[config.mk]
export PLATFORM = sky130hd
export DESIGN_NAME = tag_issuer_wide_flat
export DESIGN_NICKNAME = d
export VERILOG_FILES = /design/src/rtl/tag_issuer_wide_if.sv /design/src/rtl/tag_issuer_wide.sv /design/src/flat_wrapper.sv
export SDC_FILE = /design/constraint.sdc
export NUM_CORES = 1
export LEC_CHECK = 0
export CAP_MARGIN = 0
export CELL_PAD_IN_SITES_DETAIL_PLACEMENT = 0
export CELL_PAD_IN_SITES_GLOBAL_PLACEMENT = 1
export CORE_MARGIN = 3
export CORE_UTILIZATION = 27
export DETAILED_ROUTE_END_ITERATION = 8
export PLACE_DENSITY = 0.53
export SLEW_MARGIN = 20
export SYNTH_ARGS = -nofsm -noshare
export SYNTH_HDL_FRONTEND = slang
export SYNTH_SLANG_ARGS = --single-unit
[constraint.sdc]
create_clock -name clk -period 9 [get_ports clk]
set_input_delay 1.8 -clock clk [delete_from_list [all_inputs] [get_ports clk]]
set_output_delay 1.8 -clock clk [all_outputs]
set_load 0.02 [all_outputs]
[src/rtl/tag_issuer_wide_if.sv]
// Decode-to-dispatch rename bundle, free-pool feed and commit port for tag_issuer_wide.
// The master drives bundles, pool tags, commits and flush; the slave is the issuer.
interface tag_issuer_wide_if #(
    parameter int TAG_W    = 6,
    parameter int EMBEDDED = 1,
    parameter int LANES    = 2
);
    localparam int ADDR_W = EMBEDDED ? 4 : 5;

    logic                      flush;
    logic                      in_valid;
    logic                      in_ready;
    logic [LANES-1:0]          in_lane_valid;
    logic [LANES*ADDR_W-1:0]   in_rs1;
    logic [LANES*ADDR_W-1:0]   in_rs2;
    logic [LANES*ADDR_W-1:0]   in_rd;
    logic [LANES-1:0]          in_rs1_en;
    logic [LANES-1:0]          in_rs2_en;
    logic [LANES-1:0]          in_rd_en;
    logic                      out_valid;
    logic                      out_ready;
    logic [LANES-1:0]          out_lane_valid;
    logic [LANES*TAG_W-1:0]    out_rs1_tag;
    logic [LANES*TAG_W-1:0]    out_rs2_tag;
    logic [LANES-1:0]          out_rs1_pend;
    logic [LANES-1:0]          out_rs2_pend;
    logic [LANES*TAG_W-1:0]    out_rd_tag;
    logic [LANES-1:0]          out_rd_valid;
    logic                      pool_valid;
    logic [TAG_W-1:0]          pool_tag;
    logic                      pool_ready;
    logic                      commit_valid;
    logic [ADDR_W-1:0]         commit_addr;
    logic [TAG_W-1:0]          commit_tag;

    modport master (
        output flush, in_valid, in_lane_valid, in_rs1, in_rs2, in_rd,
               in_rs1_en, in_rs2_en, in_rd_en, out_ready,
               pool_valid, pool_tag, commit_valid, commit_addr, commit_tag,
        input  in_ready, out_valid, out_lane_valid, out_rs1_tag, out_rs2_tag,
               out_rs1_pend, out_rs2_pend, out_rd_tag, out_rd_valid, pool_ready
    );

    modport slave (
        input  flush, in_valid, in_lane_valid, in_rs1, in_rs2, in_rd,
               in_rs1_en, in_rs2_en, in_rd_en, out_ready,
               pool_valid, pool_tag, commit_valid, commit_addr, commit_tag,
        output in_ready, out_valid, out_lane_valid, out_rs1_tag, out_rs2_tag,
               out_rs1_pend, out_rs2_pend, out_rd_tag, out_rd_valid, pool_ready
    );
endinterface

[src/rtl/tag_issuer_wide.sv]
// Multi-lane register renamer: hot-tag table, fresh-tag prefetch FIFO, intra-bundle
// bypass and a single registered output stage.
module tag_issuer_wide #(
    parameter int TAG_W          = 6,
    parameter int EMBEDDED       = 1,
    parameter int LANES          = 2,
    parameter int PREFETCH_DEPTH = 4
) (
    input logic            clk,
    input logic            rst,
    tag_issuer_wide_if.slave bus
);
    localparam int ADDR_W = EMBEDDED ? 4 : 5;
    localparam int NREG   = 1 << ADDR_W;
    localparam int PTR_W  = $clog2(PREFETCH_DEPTH);
    localparam int CNT_W  = PTR_W + 1;

    logic [TAG_W-1:0]       r_fifo [PREFETCH_DEPTH];
    logic [PTR_W-1:0]       r_rd_ptr;
    logic [PTR_W-1:0]       r_wr_ptr;
    logic [CNT_W-1:0]       r_count;

    logic [NREG-1:0]        r_tbl_vld;
    logic [TAG_W-1:0]       r_tbl_tag [NREG];

    logic                   r_vld_p1;
    logic [LANES-1:0]       r_lane_vld_p1;
    logic [LANES*TAG_W-1:0] r_rs1_tag_p1;
    logic [LANES*TAG_W-1:0] r_rs2_tag_p1;
    logic [LANES-1:0]       r_rs1_pend_p1;
    logic [LANES-1:0]       r_rs2_pend_p1;
    logic [LANES*TAG_W-1:0] r_rd_tag_p1;
    logic [LANES-1:0]       r_rd_vld_p1;

    logic [ADDR_W-1:0]      w_rd [LANES];
    logic [TAG_W-1:0]       w_fresh [LANES];
    logic [LANES-1:0]       w_need_lane;
    logic [CNT_W-1:0]       w_need;
    logic [CNT_W-1:0]       w_pop;
    logic                   w_push;
    logic                   w_in_ready;
    logic                   w_accept;
    logic                   w_commit_hit;
    logic [LANES*TAG_W-1:0] w_rs1_tag;
    logic [LANES*TAG_W-1:0] w_rs2_tag;
    logic [LANES-1:0]       w_rs1_pend;
    logic [LANES-1:0]       w_rs2_pend;
    logic [LANES*TAG_W-1:0] w_rd_tag;

    // Needing lanes take consecutive FIFO entries from the head in lane order.
    always_comb begin
        logic [CNT_W-1:0] v_cnt;
        logic [PTR_W-1:0] v_idx;
        v_cnt       = '0;
        v_idx       = '0;
        w_need_lane = '0;
        w_rd_tag    = '0;
        for (int k = 0; k < LANES; k++) begin
            w_rd[k]        = bus.in_rd[k*ADDR_W +: ADDR_W];
            w_need_lane[k] = bus.in_lane_valid[k] & bus.in_rd_en[k] & (w_rd[k] != '0);
            v_idx          = r_rd_ptr + v_cnt[PTR_W-1:0];
            w_fresh[k]     = w_need_lane[k] ? r_fifo[v_idx] : '0;
            w_rd_tag[k*TAG_W +: TAG_W] = w_fresh[k];
            v_cnt          = v_cnt + CNT_W'(w_need_lane[k]);
        end
        w_need = v_cnt;
    end

    assign w_push       = bus.pool_valid & bus.pool_ready;
    assign w_in_ready   = ~bus.flush & (~r_vld_p1 | bus.out_ready) & (r_count >= w_need);
    assign w_accept     = bus.in_valid & w_in_ready;
    assign w_pop        = w_accept ? w_need : '0;
    assign w_commit_hit = bus.commit_valid & r_tbl_vld[bus.commit_addr]
                        & (r_tbl_tag[bus.commit_addr] == bus.commit_tag);

    // Returns {pend, tag}; the youngest lower-lane producer beats the table.
    function automatic logic [TAG_W:0] resolve(input logic [ADDR_W-1:0] a,
                                               input logic en, input int k);
        logic [TAG_W:0] res;
        res = '0;
        if (en && (a != '0)) begin
            res = {r_tbl_vld[a] & ~(w_commit_hit & (a == bus.commit_addr)), r_tbl_tag[a]};
            for (int j = 0; j < LANES; j++) begin
                if ((j < k) && w_need_lane[j] && (w_rd[j] == a))
                    res = {1'b1, w_fresh[j]};
            end
        end
        return res;
    endfunction

    always_comb begin
        w_rs1_tag  = '0;
        w_rs2_tag  = '0;
        w_rs1_pend = '0;
        w_rs2_pend = '0;
        for (int k = 0; k < LANES; k++) begin
            {w_rs1_pend[k], w_rs1_tag[k*TAG_W +: TAG_W]} =
                resolve(bus.in_rs1[k*ADDR_W +: ADDR_W], bus.in_rs1_en[k], k);
            {w_rs2_pend[k], w_rs2_tag[k*TAG_W +: TAG_W]} =
                resolve(bus.in_rs2[k*ADDR_W +: ADDR_W], bus.in_rs2_en[k], k);
        end
    end

    always_ff @(posedge clk) begin
        if (w_push) r_fifo[r_wr_ptr] <= bus.pool_tag;
    end

    // Flush leaves the prefetched tags in place; only reset drops them.
    always_ff @(posedge clk or posedge rst) begin
        if (rst) begin
            r_rd_ptr <= '0;
            r_wr_ptr <= '0;
            r_count  <= '0;
        end else begin
            if (w_push) r_wr_ptr <= r_wr_ptr + PTR_W'(1);
            r_rd_ptr <= r_rd_ptr + PTR_W'(w_pop);
            r_count  <= r_count + CNT_W'(w_push) - w_pop;
        end
    end

    always_ff @(posedge clk or posedge rst) begin
        if (rst) begin
            r_tbl_vld <= '0;
            for (int i = 0; i < NREG; i++) r_tbl_tag[i] <= '0;
        end else if (bus.flush) begin
            r_tbl_vld <= '0;
        end else begin
            if (w_commit_hit) r_tbl_vld[bus.commit_addr] <= 1'b0;
            if (w_accept) begin
                for (int k = 0; k < LANES; k++) begin
                    if (w_need_lane[k]) begin
                        r_tbl_vld[w_rd[k]] <= 1'b1;
                        r_tbl_tag[w_rd[k]] <= w_fresh[k];
                    end
                end
            end
        end
    end

    // Output stage boundary: p1 holds the renamed bundle until dispatch accepts it.
    always_ff @(posedge clk or posedge rst) begin
        if (rst) begin
            r_vld_p1      <= 1'b0;
            r_lane_vld_p1 <= '0;
            r_rs1_tag_p1  <= '0;
            r_rs2_tag_p1  <= '0;
            r_rs1_pend_p1 <= '0;
            r_rs2_pend_p1 <= '0;
            r_rd_tag_p1   <= '0;
            r_rd_vld_p1   <= '0;
        end else if (bus.flush) begin
            r_vld_p1 <= 1'b0;
        end else if (w_accept) begin
            r_vld_p1      <= 1'b1;
            r_lane_vld_p1 <= bus.in_lane_valid;
            r_rs1_tag_p1  <= w_rs1_tag;
            r_rs2_tag_p1  <= w_rs2_tag;
            r_rs1_pend_p1 <= w_rs1_pend;
            r_rs2_pend_p1 <= w_rs2_pend;
            r_rd_tag_p1   <= w_rd_tag;
            r_rd_vld_p1   <= w_need_lane;
        end else if (bus.out_ready) begin
            r_vld_p1 <= 1'b0;
        end
    end

    assign bus.in_ready       = w_in_ready;
    assign bus.pool_ready     = (r_count != CNT_W'(PREFETCH_DEPTH));
    assign bus.out_valid      = r_vld_p1;
    assign bus.out_lane_valid = r_lane_vld_p1;
    assign bus.out_rs1_tag    = r_rs1_tag_p1;
    assign bus.out_rs2_tag    = r_rs2_tag_p1;
    assign bus.out_rs1_pend   = r_rs1_pend_p1;
    assign bus.out_rs2_pend   = r_rs2_pend_p1;
    assign bus.out_rd_tag     = r_rd_tag_p1;
    assign bus.out_rd_valid   = r_rd_vld_p1;
endmodule

[src/flat_wrapper.sv]
// flat-port wrapper written by rule: the top's interface ports become plain ports
module tag_issuer_wide_flat 
#(
    parameter int TAG_W          = 6,
    parameter int EMBEDDED       = 1,
    parameter int LANES          = 2,
    parameter int PREFETCH_DEPTH = 4
)
  (clk, rst, bus_flush, bus_in_valid, bus_in_lane_valid, bus_in_rs1, bus_in_rs2, bus_in_rd, bus_in_rs1_en, bus_in_rs2_en, bus_in_rd_en, bus_out_ready, bus_pool_valid, bus_pool_tag, bus_commit_valid, bus_commit_addr, bus_commit_tag, bus_in_ready, bus_out_valid, bus_out_lane_valid, bus_out_rs1_tag, bus_out_rs2_tag, bus_out_rs1_pend, bus_out_rs2_pend, bus_out_rd_tag, bus_out_rd_valid, bus_pool_ready);
  tag_issuer_wide_if #(.TAG_W(TAG_W), .EMBEDDED(EMBEDDED), .LANES(LANES)) bus_i ();
  input logic clk;
  input logic rst;
  input wire logic [$bits(bus_i.flush)-1:0] bus_flush;
  input wire logic [$bits(bus_i.in_valid)-1:0] bus_in_valid;
  input wire logic [$bits(bus_i.in_lane_valid)-1:0] bus_in_lane_valid;
  input wire logic [$bits(bus_i.in_rs1)-1:0] bus_in_rs1;
  input wire logic [$bits(bus_i.in_rs2)-1:0] bus_in_rs2;
  input wire logic [$bits(bus_i.in_rd)-1:0] bus_in_rd;
  input wire logic [$bits(bus_i.in_rs1_en)-1:0] bus_in_rs1_en;
  input wire logic [$bits(bus_i.in_rs2_en)-1:0] bus_in_rs2_en;
  input wire logic [$bits(bus_i.in_rd_en)-1:0] bus_in_rd_en;
  input wire logic [$bits(bus_i.out_ready)-1:0] bus_out_ready;
  input wire logic [$bits(bus_i.pool_valid)-1:0] bus_pool_valid;
  input wire logic [$bits(bus_i.pool_tag)-1:0] bus_pool_tag;
  input wire logic [$bits(bus_i.commit_valid)-1:0] bus_commit_valid;
  input wire logic [$bits(bus_i.commit_addr)-1:0] bus_commit_addr;
  input wire logic [$bits(bus_i.commit_tag)-1:0] bus_commit_tag;
  output wire logic [$bits(bus_i.in_ready)-1:0] bus_in_ready;
  output wire logic [$bits(bus_i.out_valid)-1:0] bus_out_valid;
  output wire logic [$bits(bus_i.out_lane_valid)-1:0] bus_out_lane_valid;
  output wire logic [$bits(bus_i.out_rs1_tag)-1:0] bus_out_rs1_tag;
  output wire logic [$bits(bus_i.out_rs2_tag)-1:0] bus_out_rs2_tag;
  output wire logic [$bits(bus_i.out_rs1_pend)-1:0] bus_out_rs1_pend;
  output wire logic [$bits(bus_i.out_rs2_pend)-1:0] bus_out_rs2_pend;
  output wire logic [$bits(bus_i.out_rd_tag)-1:0] bus_out_rd_tag;
  output wire logic [$bits(bus_i.out_rd_valid)-1:0] bus_out_rd_valid;
  output wire logic [$bits(bus_i.pool_ready)-1:0] bus_pool_ready;
  assign bus_i.flush = bus_flush;
  assign bus_i.in_valid = bus_in_valid;
  assign bus_i.in_lane_valid = bus_in_lane_valid;
  assign bus_i.in_rs1 = bus_in_rs1;
  assign bus_i.in_rs2 = bus_in_rs2;
  assign bus_i.in_rd = bus_in_rd;
  assign bus_i.in_rs1_en = bus_in_rs1_en;
  assign bus_i.in_rs2_en = bus_in_rs2_en;
  assign bus_i.in_rd_en = bus_in_rd_en;
  assign bus_i.out_ready = bus_out_ready;
  assign bus_i.pool_valid = bus_pool_valid;
  assign bus_i.pool_tag = bus_pool_tag;
  assign bus_i.commit_valid = bus_commit_valid;
  assign bus_i.commit_addr = bus_commit_addr;
  assign bus_i.commit_tag = bus_commit_tag;
  assign bus_in_ready = bus_i.in_ready;
  assign bus_out_valid = bus_i.out_valid;
  assign bus_out_lane_valid = bus_i.out_lane_valid;
  assign bus_out_rs1_tag = bus_i.out_rs1_tag;
  assign bus_out_rs2_tag = bus_i.out_rs2_tag;
  assign bus_out_rs1_pend = bus_i.out_rs1_pend;
  assign bus_out_rs2_pend = bus_i.out_rs2_pend;
  assign bus_out_rd_tag = bus_i.out_rd_tag;
  assign bus_out_rd_valid = bus_i.out_rd_valid;
  assign bus_pool_ready = bus_i.pool_ready;
  tag_issuer_wide #(.TAG_W(TAG_W), .EMBEDDED(EMBEDDED), .LANES(LANES), .PREFETCH_DEPTH(PREFETCH_DEPTH)) u_core (.clk(clk), .rst(rst), .bus(bus_i));
endmodule
==> metrics.csv <==
metric,value,unit
reg2reg_to,u_core.r_tbl_vld[7],
vias_per_cell,5.458,
core-area,48350,um2
ant_nets,0,
dp_hpwl,35.50,mm
pwr_density_cell,248.8,nW/um2
clk_pin_slew_worst_paths,0.07,ns
finalHoldViolCount,0,
cts_tree,yes,
fp-row-count,80,
max-slew-margin-rel,23.68,%
grt.overflow.total,0,
p_comb_share,43.7,%
tns,0,ns
synth_warnings,0,
synth_seq_cells,188,
final_util,32.24,%
setup.worst_path.end_class,output port,
ys_seq_area_share,36.04,%
die_y,228.7,um
via_count,10589,
hold_ws,0.4649,ns
clk_root_buffer_cell,clkbuf_16,
worst_pin_slew,1.141,ns
synth_ff_type,dfrtp_1,
grt_pass1_vias,10490,
fin_crit,7.018,ns
clock-sinks,188,
synth_cells,1226,
post_cts_buffers,0,
syn_to_final_growth,16.45,%
hold_class,reg2reg,
clockBufferDepth,2,
setup_ws,1.982,ns
layout-drive-gt1-share,20.72,%
start_kind,primary input,
cp_cell_sequence,clkdlybuf4s50_1 > nor4_1 > nor2_1 > xnor2_1 > ha_1 > nand2b_1 > a211oi_1 > nor3_1 > clkdlybuf4s50_1,
gp_congestion,0.8567,
pwr-share-clk,20.3,%
start_util,27.69,%
final_common_cell,mux4_2,
dieArea,52280,um2
cts_buffers,17,
r2r_slack,5.62,ns
clk_latency,0.47,ns
post-place-ws,1.843,ns
antenna_found_initial,1,
die_w,228.7,um
slowest_delay,0.61,ns
finalCritPeriodShare,77.97,%
seqCellArea,4825,um2
ctsHoldBuffers,0,
drv_cap,0,
wl,50.69,mm
criticalPathCategory,in2out,
finalSetupViolCount,0,
fillCellCount,4927,
synth_nets,1290,
drc,0,
status,completed,
drt-pass1-iter-count,5,
grt_max_degree,62,
switching_share,41.51,%
antenna_cells,0,
vdd_drop_max,0.1547,mV
syn-mean-instance-area,10.92,um2
final_nets,1335,
cp_max_fo,8,
fmax,142.5,MHz
arrival,5.22,ns
finClkSkew,0.01351,ns
crit_family,buffers and inverters,
p_int,2.268,mW
netlist_area,13390,um2
final_cell_mix,"168 x mux4_2, 164 x dfrtp_1, 146 x nand2_1",
worstPathRequired,7.20,ns
worstRegToRegCells,11,
h-tree-depth,4,
seq_power_share,36.0,%
drt-initial-drc-count,1070,
worst_path_most_repeated_cell,clkdlybuf4s50_1,
synth_cell_types,56,
wl_per_cell,26.13,um
slew_viol_final,0,
port_buffers,101,
grt_util_all_layers,19.68,%
slowest_stage,a211oi_1,
multiInputGateArea,7971,um2
min-delay-start,u_core.r_tbl_tag[91],
p_leak,6.037,nW
num_io_pins,102,
async_flop_share,87.23,%
p_total,3.878,mW
ctsResizeCount,0,
hold_depth,0,
synth_edf_count,24,
rr_startpoint,u_core.r_count[0],
rsz0062_at_grt,no,
grt_pass1_wl,75.15,mm
hold_end,u_core.r_tbl_tag[91],
critPathBufInv,2,
p_switching,1.610,mW
## how the worst max path moves through the flow
stage,startpoint,endpoint,depth (start not counted)
after floorplan,rst,u_core.bus.out_lane_valid[0],1
after global placement,bus_in_rd[7],bus_in_ready,9
after detailed placement,bus_in_rd[7],bus_in_ready,9
after CTS,bus_in_rd[7],bus_in_ready,9
after global routing,bus_in_rd[7],bus_in_ready,9
final,bus_in_rd[7],bus_in_ready,9
## kinds of logic (layout without fill, tap and decap cells)
logic type	after synthesis	count (layout)	synth area share (%)
xor gates and xnor gates	36	36	2.412
and+or+nand+nor	336	336	10.79
DFF	188	188	36.04
AOI/OAI and AO/OA	301	301	13.18
adders and majority gates	9	9	0.8974
muxes	218	218	32.17
buffers and inverters	138	196	4.506
## per-stage QoR
stage	cells	cell area [um2]
3_5_place_dp	1908	14990
6_report	1940	15590
5_1_grt	1940	15590
4_1_cts	1940	15590
2_1_floorplan	1226	13390
3_3_place_gp	1908	14990
## layer usage
layer,vias to the layer above,track usage (%),wire length [um]
met3,86,4.125,3768
met4,0,8.287,2062
met2,487,31.36,23870
li1,4726,-,-
met5,-,0,0
met1,5290,26.07,20980
## cell usage after synthesis (all sizes together) (4+ instances only)
master / number / area, um2
xnor2: 15 / 138.9
o22ai: 8 / 50.05
nand3: 16 / 80.08
dfrtp: 164 / 4104
nor2: 112 / 420.4
a21oi: 103 / 519.3
a21o: 4 / 30.03
buf: 61 / 314.1
nor3: 18 / 90.09
o2bb2ai: 8 / 70.07
mux2i: 42 / 432.9
clkbuf: 53 / 198.9
mux2: 8 / 90.09
mux4: 168 / 3784
or4: 4 / 30.03
nand2: 147 / 551.8
a22o: 17 / 148.9
nand4: 6 / 37.54
o21ai: 124 / 620.6
ha: 8 / 100.1
and3: 6 / 37.54
edfxtp: 24 / 720.7
inv: 22 / 82.58
o41ai: 10 / 87.58
o31ai: 9 / 67.56
nand2b: 11 / 68.82
o21a: 7 / 52.55
xor2: 21 / 183.9
## final cells by class
cell class	count	area share [%]
Tap cell	656	5.266
Multi-Input combinational cell	900	51.14
Timing Repair Buffer	140	8.204
Inverter	24	0.6101
Sequential cell	188	30.95
Clock buffer	19	2.906
Clock inverter	13	0.9231
## power by group through the flow
stage	clock network (mW)	registers [mW]	logic (mW)
floorplan	0	1.32	1.13
global placement	0	1.39	1.70
detailed placement	0	1.40	1.70
CTS	0.812	1.39	1.71
global route	0.850	1.43	1.85
finish	0.789	1.40	1.69
## flip-flops by register name, indices dropped and copies added (netlist names), 2 cells and up
signal and cells:
u_core.r_tbl_vld 16, u_core.r_wr_ptr 2, u_core.bus.out_rs2_tag 12, u_core.r_rd_ptr 2, u_core.r_tbl_tag 96, u_core.bus.out_rs2_pend 2, u_core.bus.out_lane_valid 2, u_core.bus.out_rs1_pend 2
u_core.bus.out_rs1_tag 12, u_core.bus.out_rd_valid 2, u_core.bus.out_rd_tag 12, u_core.r_count 3, u_core.r_fifo 24
No activity file was read; power rests on OpenSTA's default activity.
